File: config.mk
export PLATFORM = sky130hd
export DESIGN_NAME = pattern_playback_sequencer
export DESIGN_NICKNAME = d
export VERILOG_FILES = /design/src/rtl/pattern_playback_sequencer.sv
export SDC_FILE = /design/constraint.sdc
export NUM_CORES = 1
export LEC_CHECK = 0
export CORE_MARGIN = 2
export CORE_UTILIZATION = 60
export DETAILED_ROUTE_END_ITERATION = 10
export DONT_BUFFER_PORTS = 1
export GPL_TIMING_DRIVEN = 0
export PLACE_DENSITY_LB_ADDON = 0.1
export SLEW_MARGIN = 20
export SYNTH_ARGS = -nofsm -noshare
export SYNTH_HDL_FRONTEND = slang
export SYNTH_SLANG_ARGS = --single-unit
File: constraint.sdc
create_clock -name clock_i -period 7.53 [get_ports clock_i]
set_input_delay 0 -clock clock_i [delete_from_list [all_inputs] [get_ports clock_i]]
set_output_delay 0 -clock clock_i [all_outputs]
set_load 0.02 [all_outputs]
File: src/rtl/pattern_playback_sequencer.sv
// Plays a stored pattern of 3-bit symbols as one-hot LEDs,
// ON_CYCLES lit then OFF_CYCLES blank, and pulses done at the end.
module pattern_playback_sequencer #(
  parameter int MAX_LEN    = 25,
  parameter int ON_CYCLES  = 500,
  parameter int OFF_CYCLES = 250,
  parameter int IDX_W      = 5
) (
  input  logic                   clock_i,
  input  logic                   reset_i,
  input  logic                   start_i,
  input  logic [IDX_W-1:0]       length_i,
  input  logic                   reverse_i,
  input  logic [3*MAX_LEN-1:0]   pattern_i,
  input  logic                   abort_i,
  output logic [7:0]             led_o,
  output logic                   busy_o,
  output logic                   done_o,
  output logic [IDX_W-1:0]       index_o
);

  localparam int TMAX =
    (ON_CYCLES > OFF_CYCLES) ? ON_CYCLES : OFF_CYCLES;
  localparam int TW = $clog2(TMAX + 1);
  localparam logic [TW-1:0] ON_LAST =
    TW'(ON_CYCLES - 1);
  localparam logic [TW-1:0] OFF_LAST =
    (OFF_CYCLES > 0) ? TW'(OFF_CYCLES - 1) : '0;
  localparam logic [IDX_W-1:0] MAX_IDX =
    IDX_W'(MAX_LEN);
  localparam logic [IDX_W-1:0] ONE = IDX_W'(1);

  typedef enum logic [1:0] {
    IDLE,
    SHOW,
    GAP,
    FINISH
  } state_t;

  state_t               state_q, state_d;
  logic [3*MAX_LEN-1:0] snap_q, snap_d;
  logic                 rev_q, rev_d;
  logic [IDX_W-1:0]     len_q, len_d;
  logic [IDX_W-1:0]     idx_q, idx_d;
  logic [TW-1:0]        tmr_q, tmr_d;
  logic [7:0]           led_q, led_d;
  logic                 busy_q, busy_d;
  logic                 done_q, done_d;
  logic [IDX_W-1:0]     index_q, index_d;

  logic [IDX_W-1:0]     eff_len;
  logic [IDX_W-1:0]     pos;
  logic [2:0]           cur_sym;
  logic                 advance;

  assign eff_len =
    (length_i > MAX_IDX) ? MAX_IDX : length_i;
  assign pos =
    rev_q ? (len_q - ONE - idx_q) : idx_q;
  assign cur_sym = snap_q[3*pos +: 3];

  // Outputs are a registered view of the state
  // the FSM held during the previous cycle.
  always_comb begin
    state_d = state_q;
    snap_d  = snap_q;
    rev_d   = rev_q;
    len_d   = len_q;
    idx_d   = idx_q;
    tmr_d   = tmr_q;
    advance = 1'b0;
    led_d   = '0;
    busy_d  = (state_q != IDLE);
    done_d  = (state_q == FINISH);
    index_d = idx_q;
    if (state_q == SHOW) begin
      led_d = 8'd1 << cur_sym;
    end
    unique case (state_q)
      IDLE: begin
        if (start_i && !abort_i) begin
          snap_d  = pattern_i;
          rev_d   = reverse_i;
          len_d   = eff_len;
          idx_d   = '0;
          tmr_d   = '0;
          state_d = (eff_len == '0) ? FINISH : SHOW;
        end
      end
      SHOW: begin
        if (tmr_q == ON_LAST) begin
          tmr_d = '0;
          if (OFF_CYCLES > 0) begin
            state_d = GAP;
          end else begin
            advance = 1'b1;
          end
        end else begin
          tmr_d = tmr_q + TW'(1);
        end
      end
      GAP: begin
        if (tmr_q == OFF_LAST) begin
          tmr_d   = '0;
          advance = 1'b1;
        end else begin
          tmr_d = tmr_q + TW'(1);
        end
      end
      FINISH: begin
        state_d = IDLE;
        idx_d   = '0;
      end
      default: begin
        state_d = IDLE;
      end
    endcase
    if (advance) begin
      if (idx_q == len_q - ONE) begin
        state_d = FINISH;
      end else begin
        idx_d   = idx_q + ONE;
        state_d = SHOW;
      end
    end
    if (abort_i && state_q != IDLE) begin
      state_d = IDLE;
      idx_d   = '0;
      tmr_d   = '0;
      led_d   = '0;
      busy_d  = 1'b0;
      done_d  = 1'b0;
      index_d = '0;
    end
  end

  always_ff @(posedge clock_i) begin
    if (reset_i) begin
      state_q <= IDLE;
      snap_q  <= '0;
      rev_q   <= 1'b0;
      len_q   <= '0;
      idx_q   <= '0;
      tmr_q   <= '0;
      led_q   <= '0;
      busy_q  <= 1'b0;
      done_q  <= 1'b0;
      index_q <= '0;
    end else begin
      state_q <= state_d;
      snap_q  <= snap_d;
      rev_q   <= rev_d;
      len_q   <= len_d;
      idx_q   <= idx_d;
      tmr_q   <= tmr_d;
      led_q   <= led_d;
      busy_q  <= busy_d;
      done_q  <= done_d;
      index_q <= index_d;
    end
  end

  assign led_o   = led_q;
  assign busy_o  = busy_q;
  assign done_o  = done_q;
  assign index_o = index_q;

endmodule

Yosys cells after proc, flatten, opt, wreduce, memory -nomap -nowiden
Index checks and enable logic that the tools add are counted.
Word-level totals
  flip-flop bits (word level): 112
  input bits: 85
  output and inout bits: 15
  logic and storage cells: 59
Operators by class
  add/subtract/negate cells: 4
  multiply operators: 1
  $lt $le $gt $ge: 1
  equal/unequal tests: 9
  shift-type cells: 2
  mux-type cells: 18
  bitwise operators: 1
  reduce and logical (&&, ||, !) cells: 13
Operators with widths (count)
  variable part select 75 x 8 -> 3 bit: 1
  2-to-1 mux 9 bit: 3
  case mux 9 bit (3 select lines): 1
  2-to-1 mux 5 bit: 5
  2-to-1 mux 2 bit: 5
  case mux 5 bit (2 select lines): 1
  adder 9 x 1 -> 9 bit (second input constant): 1
  == test 9 x 8 -> 1 bit (second input constant): 1
  == test 9 bit (second input constant): 1
  left shift 1 x 3 -> 8 bit (first input constant): 1
  multiplier 2 x 5 -> 7 bit (first input constant): 1
  case mux 2 bit (3 select lines): 1
  adder 5 x 1 -> 5 bit (second input constant): 1
  == test 5 bit: 1
  > comparator 5 bit (second input constant): 1
  zero test 5 bit: 1
  subtractor 5 x 1 -> 5 bit (second input constant): 1
  subtractor 5 bit: 1
  == test 2 bit (second input constant): 2
  AND reduction 2 bit: 2
  nonzero test 4 bit: 1
  != test 3 x 2 -> 1 bit (second input constant): 1
  != test 3 bit (second input constant): 1
  AND reduction 3 bit: 1
  other kinds (11): 13

Depth between registers and ports, before layout
  depth after elaboration: 7
  depth in mapped cells: 12
  gate-level depth less buffers: 11

Least setup slack after synthesis
Ideal clock, no wire load.
  path type: register to register
  start: reg len_q[0]
  end: reg led_q[4], in the netlist led_o[4]
  library setup time: 96 ps
  arrival: 2991 ps
  required time: 7434 ps
  setup slack: 4443 ps
  cell stages (with the launch flop): 12
  cell sequence: dfxtp_1 -> inv_1 -> ha_1 -> fa_1 -> xnor2_1 -> o32a_2 -> buf_4 -> a211oi_1 -> or4_1 -> mux2_4 -> mux2i_4 -> nor4b_1
Between the ends
  longest elaborated chain between the ends: 6
RTL lines
  from (decl): RTL line 43  | logic [IDX_W-1:0] len_q, len_d;
  from (signal assigned): RTL line 153  | len_q <= len_d;
  subtractor 5 x 1 -> 5 bit: RTL line 59  | rev_q ? (len_q - ONE - idx_q) : idx_q;
  subtractor 5 bit: RTL line 59
  2-to-1 mux 5 bit: RTL line 59
  multiplier 2 x 5 -> 7 bit: RTL line 60  | assign cur_sym = snap_q[3*pos +: 3];
  variable part select 75 x 8 -> 3 bit: RTL line 60
  left shift 1 x 3 -> 8 bit: RTL line 77  | led_d = 8'd1 << cur_sym;
  to (signal assigned): RTL line 156  | led_q <= led_d;
  to (decl): RTL line 46  | logic [7:0] led_q, led_d;
Every way passes these cells.
A chain may end at the register's enable or synchronous reset.

Worst setup path after layout
  start: reg len_q[0]
  end: reg led_q[6], in the netlist led_o[6]
The elaborated chain is that of the path after synthesis.

==> impl_metrics.json <==
{
  "grt_max_degree": 20,
  "first_pass_iters": 5,
  "areaGrowthSynthToFinish_pct": 22.2,
  "core-area_um2": 8590,
  "routed_wl_um": 14600,
  "status": "finished, final reports clean",
  "netlist_top_cells_area": "dfxtp_1 (43%), nand2_1 (13%), a21oi_1 (8.6%)",
  "hold_class": "primary input to flop",
  "die_y_um": 97.4,
  "power_density_nw_per_um2": 218,
  "drive_above_1_share": 0.0477,
  "syn_area_um2": 5230,
  "min_period_ns": 3.57,
  "rr_startpoint": "len_q[0]",
  "grt_busiest_layer": "met2",
  "grt_pass1_wl_um": 23700,
  "crit_start": "len_q[0]",
  "drt_iter0_drc": 220,
  "maxCapViolCount": 0,
  "power_w": 0.00139,
  "path_class": "flop to flop",
  "io_buffers": 0,
  "synth_ff_type": "dfxtp_1",
  "cp.required_ns": 7.80,
  "syn_avg_cell_area_um2": 7.99,
  "max_slew_margin": 0.533,
  "hold_viol_final": 0,
  "yosys.area.top_type": "dfxtp_1",
  "floorplan.initialDensity": 0.609,
  "worst_pin_slew_ns": 0.696,
  "grtUsageMet2": 0.551,
  "num_rows": 34,
  "antenna_left": 0,
  "async_flop_share": 0,
  "synth_cells": 655,
  "num_antenna_cells": 0,
  "globalRouteMet3Util": 0.0619,
  "path_clk_slew_ns": 0.11,
  "worstSetupEndpointType": "flop",
  "ir_drop_mv": 0.150,
  "wl_per_cell_um": 17.0,
  "ys_warn_count": 0,
  "antenna_found_initial": 0,
  "fin_crit_sh": 0.475,
  "overflow": 0,
  "synth_top_area_share": 0.429,
  "crit_arrival_ns": 3.85,
  "seqCellArea_um2": 2240,
  "synth_edf_count": 0,
  "gp_congestion": 0.921,
  "max_freq_ghz": 0.280,
  "drc": 0,
  "drv_slew": 0,
  "vias": 5171,
  "vias_per_cell": 6.00,
  "setup_tns_ns": 0,
  "multiInputGateArea_um2": 2750,
  "cts_tree": "done",
  "grt_pass1_vias": 5045,
  "hpwl_um": 9630,
  "startpoint_type": "flop",
  "grt_setup_unrepaired": "no",
  "ys_seq_area_frac": 0.429,
  "setup-violations-final": 0,
  "hp-start": "abort_i",
  "nets": 849,
  "final_util": 0.744,
  "die_area_um2": 9480,
  "cts_buffer_depth": 2,
  "grt_use_met1": 0.355,
  "synth_nets": 754,
  "power_leakage_nw": 2.42,
  "postCtsSetupBuffers": 0,
  "clock_skew_ns": 0.0126,
  "cts_root_buf": "clkbuf_8",
  "io_pins": 100,
  "fillers": 680,
  "cp_max_fo": 10,
  "ys_ff_latch": 112,
  "ys_types": 56,
  "grt_usage": 0.307,
  "clk_latency_ns": 0.37,
  "cts_buffers": 9,
  "die_w_um": 97.4,
  "numClockSinks": 112,
  "htree_levels": 3
}
[power breakdown]
| group | switching [W] | internal [W] | total (W) |
|---|---|---|---|
| Clock | 0.000217 | 0.000124 | 0.000341 |
| Sequential | 0.0000361 | 0.000644 | 0.000681 |
| Combinational | 0.000226 | 0.000147 | 0.000373 |
[critical path, cell delays in order (launching register included)]
cell,delay [ns]
dfxtp_1,0.39
inv_1,0.08
ha_1,0.33
fa_1,0.47
xor2_1,0.21
a32oi_2,0.61
a211oi_1,0.13
or4_1,0.45
mux2_4,0.28
mux2i_4,0.23
nor4b_1,0.29
[state kept, by name (all words and copies together) (netlist names)]
name     flops
rev_q        1
len_q        5
led_o        8
tmr_q        9
busy_o       1
snap_q      75
done_o       1
idx_q        5
index_o      5
state_q      2
[per-stage QoR]
| step | worst slack (ns) | cells | cell area, um^2 | hold WS (ns) |
|---|---|---|---|---|
| after floorplan | 4.44 | 655 | 5230 | 0.136 |
| after global placement | 4.08 | 763 | 5370 | 0.138 |
| after detailed placement | 3.99 | 763 | 5370 | 0.143 |
| after CTS | 3.98 | 862 | 6390 | 0.0108 |
| after global routing | 3.80 | 862 | 6400 | 0.0588 |
| final | 3.96 | 862 | 6400 | 0.0362 |
[final cells by class]
type	count	area share
Inverter	19	0.0112
Clock buffer	9	0.0194
Sequential cell	112	0.351
Buffer	41	0.0286
Multi-Input combinational cell	483	0.429
Clock inverter	6	0.00841
Timing Repair Buffer	84	0.131
Tap cell	108	0.0211
[layout by cell type (no fill, tap or decap), types with 12 or more instances in the layout]
cell type	count
and3_1	37
nor2_1	18
inv_1	19
clkbuf_1	32
dlygate4sd3_1	84
a21oi_1	90
a211oi_1	36
dfxtp_1	112
nor4_1	12
nand2_1	176
o21ai_0	14
ha_1	13
[path summary, 6_finish.rpt]
check	end	slack, ns	cells after the start
setup / recovery	led_o[6]	3.96	10
hold / removal	idx_q[0]	0.04	3
setup reg to reg	led_o[6]	3.96	10
hold reg to reg	snap_q[22]	0.46	2
[synth_stat cells, drive strengths merged (8+ instances only)]
cell / instances
nand2: 177
dfxtp: 112
a21oi: 90
and3: 37
a211oi: 36
clkbuf: 32
inv: 19
nor2: 18
o21ai: 15
ha: 13
nor4: 12
buf: 9
xor2: 8
[repair_timing]
action	CTS	global route
hold buffers	84	0
endpoints found under the hold margin	90	0
resized for setup	0	0
[per-layer routing]
| layer | vias to the layer above | routed length (um) | part of all wire |
|---|---|---|---|
| met2 | 215 | 7370 | 0.50 |
| met4 | 0 | 435 | 0.030 |
| met1 | 2446 | 5790 | 0.40 |
| li1 | 2470 | - | - |
| met5 | - | 0 | 0 |
| met3 | 40 | 1020 | 0.070 |
[kinds of logic after synthesis]
| logic type | share of synthesized area |
|---|---|
| compound gates | 0.191 |
| xor+xnor | 0.0201 |
| fa+ha+maj | 0.0349 |
| buf+inv | 0.0485 |
| flops | 0.429 |
| mux | 0.0273 |
| simple gates | 0.250 |
No activity file was read; power rests on OpenSTA's default activity.
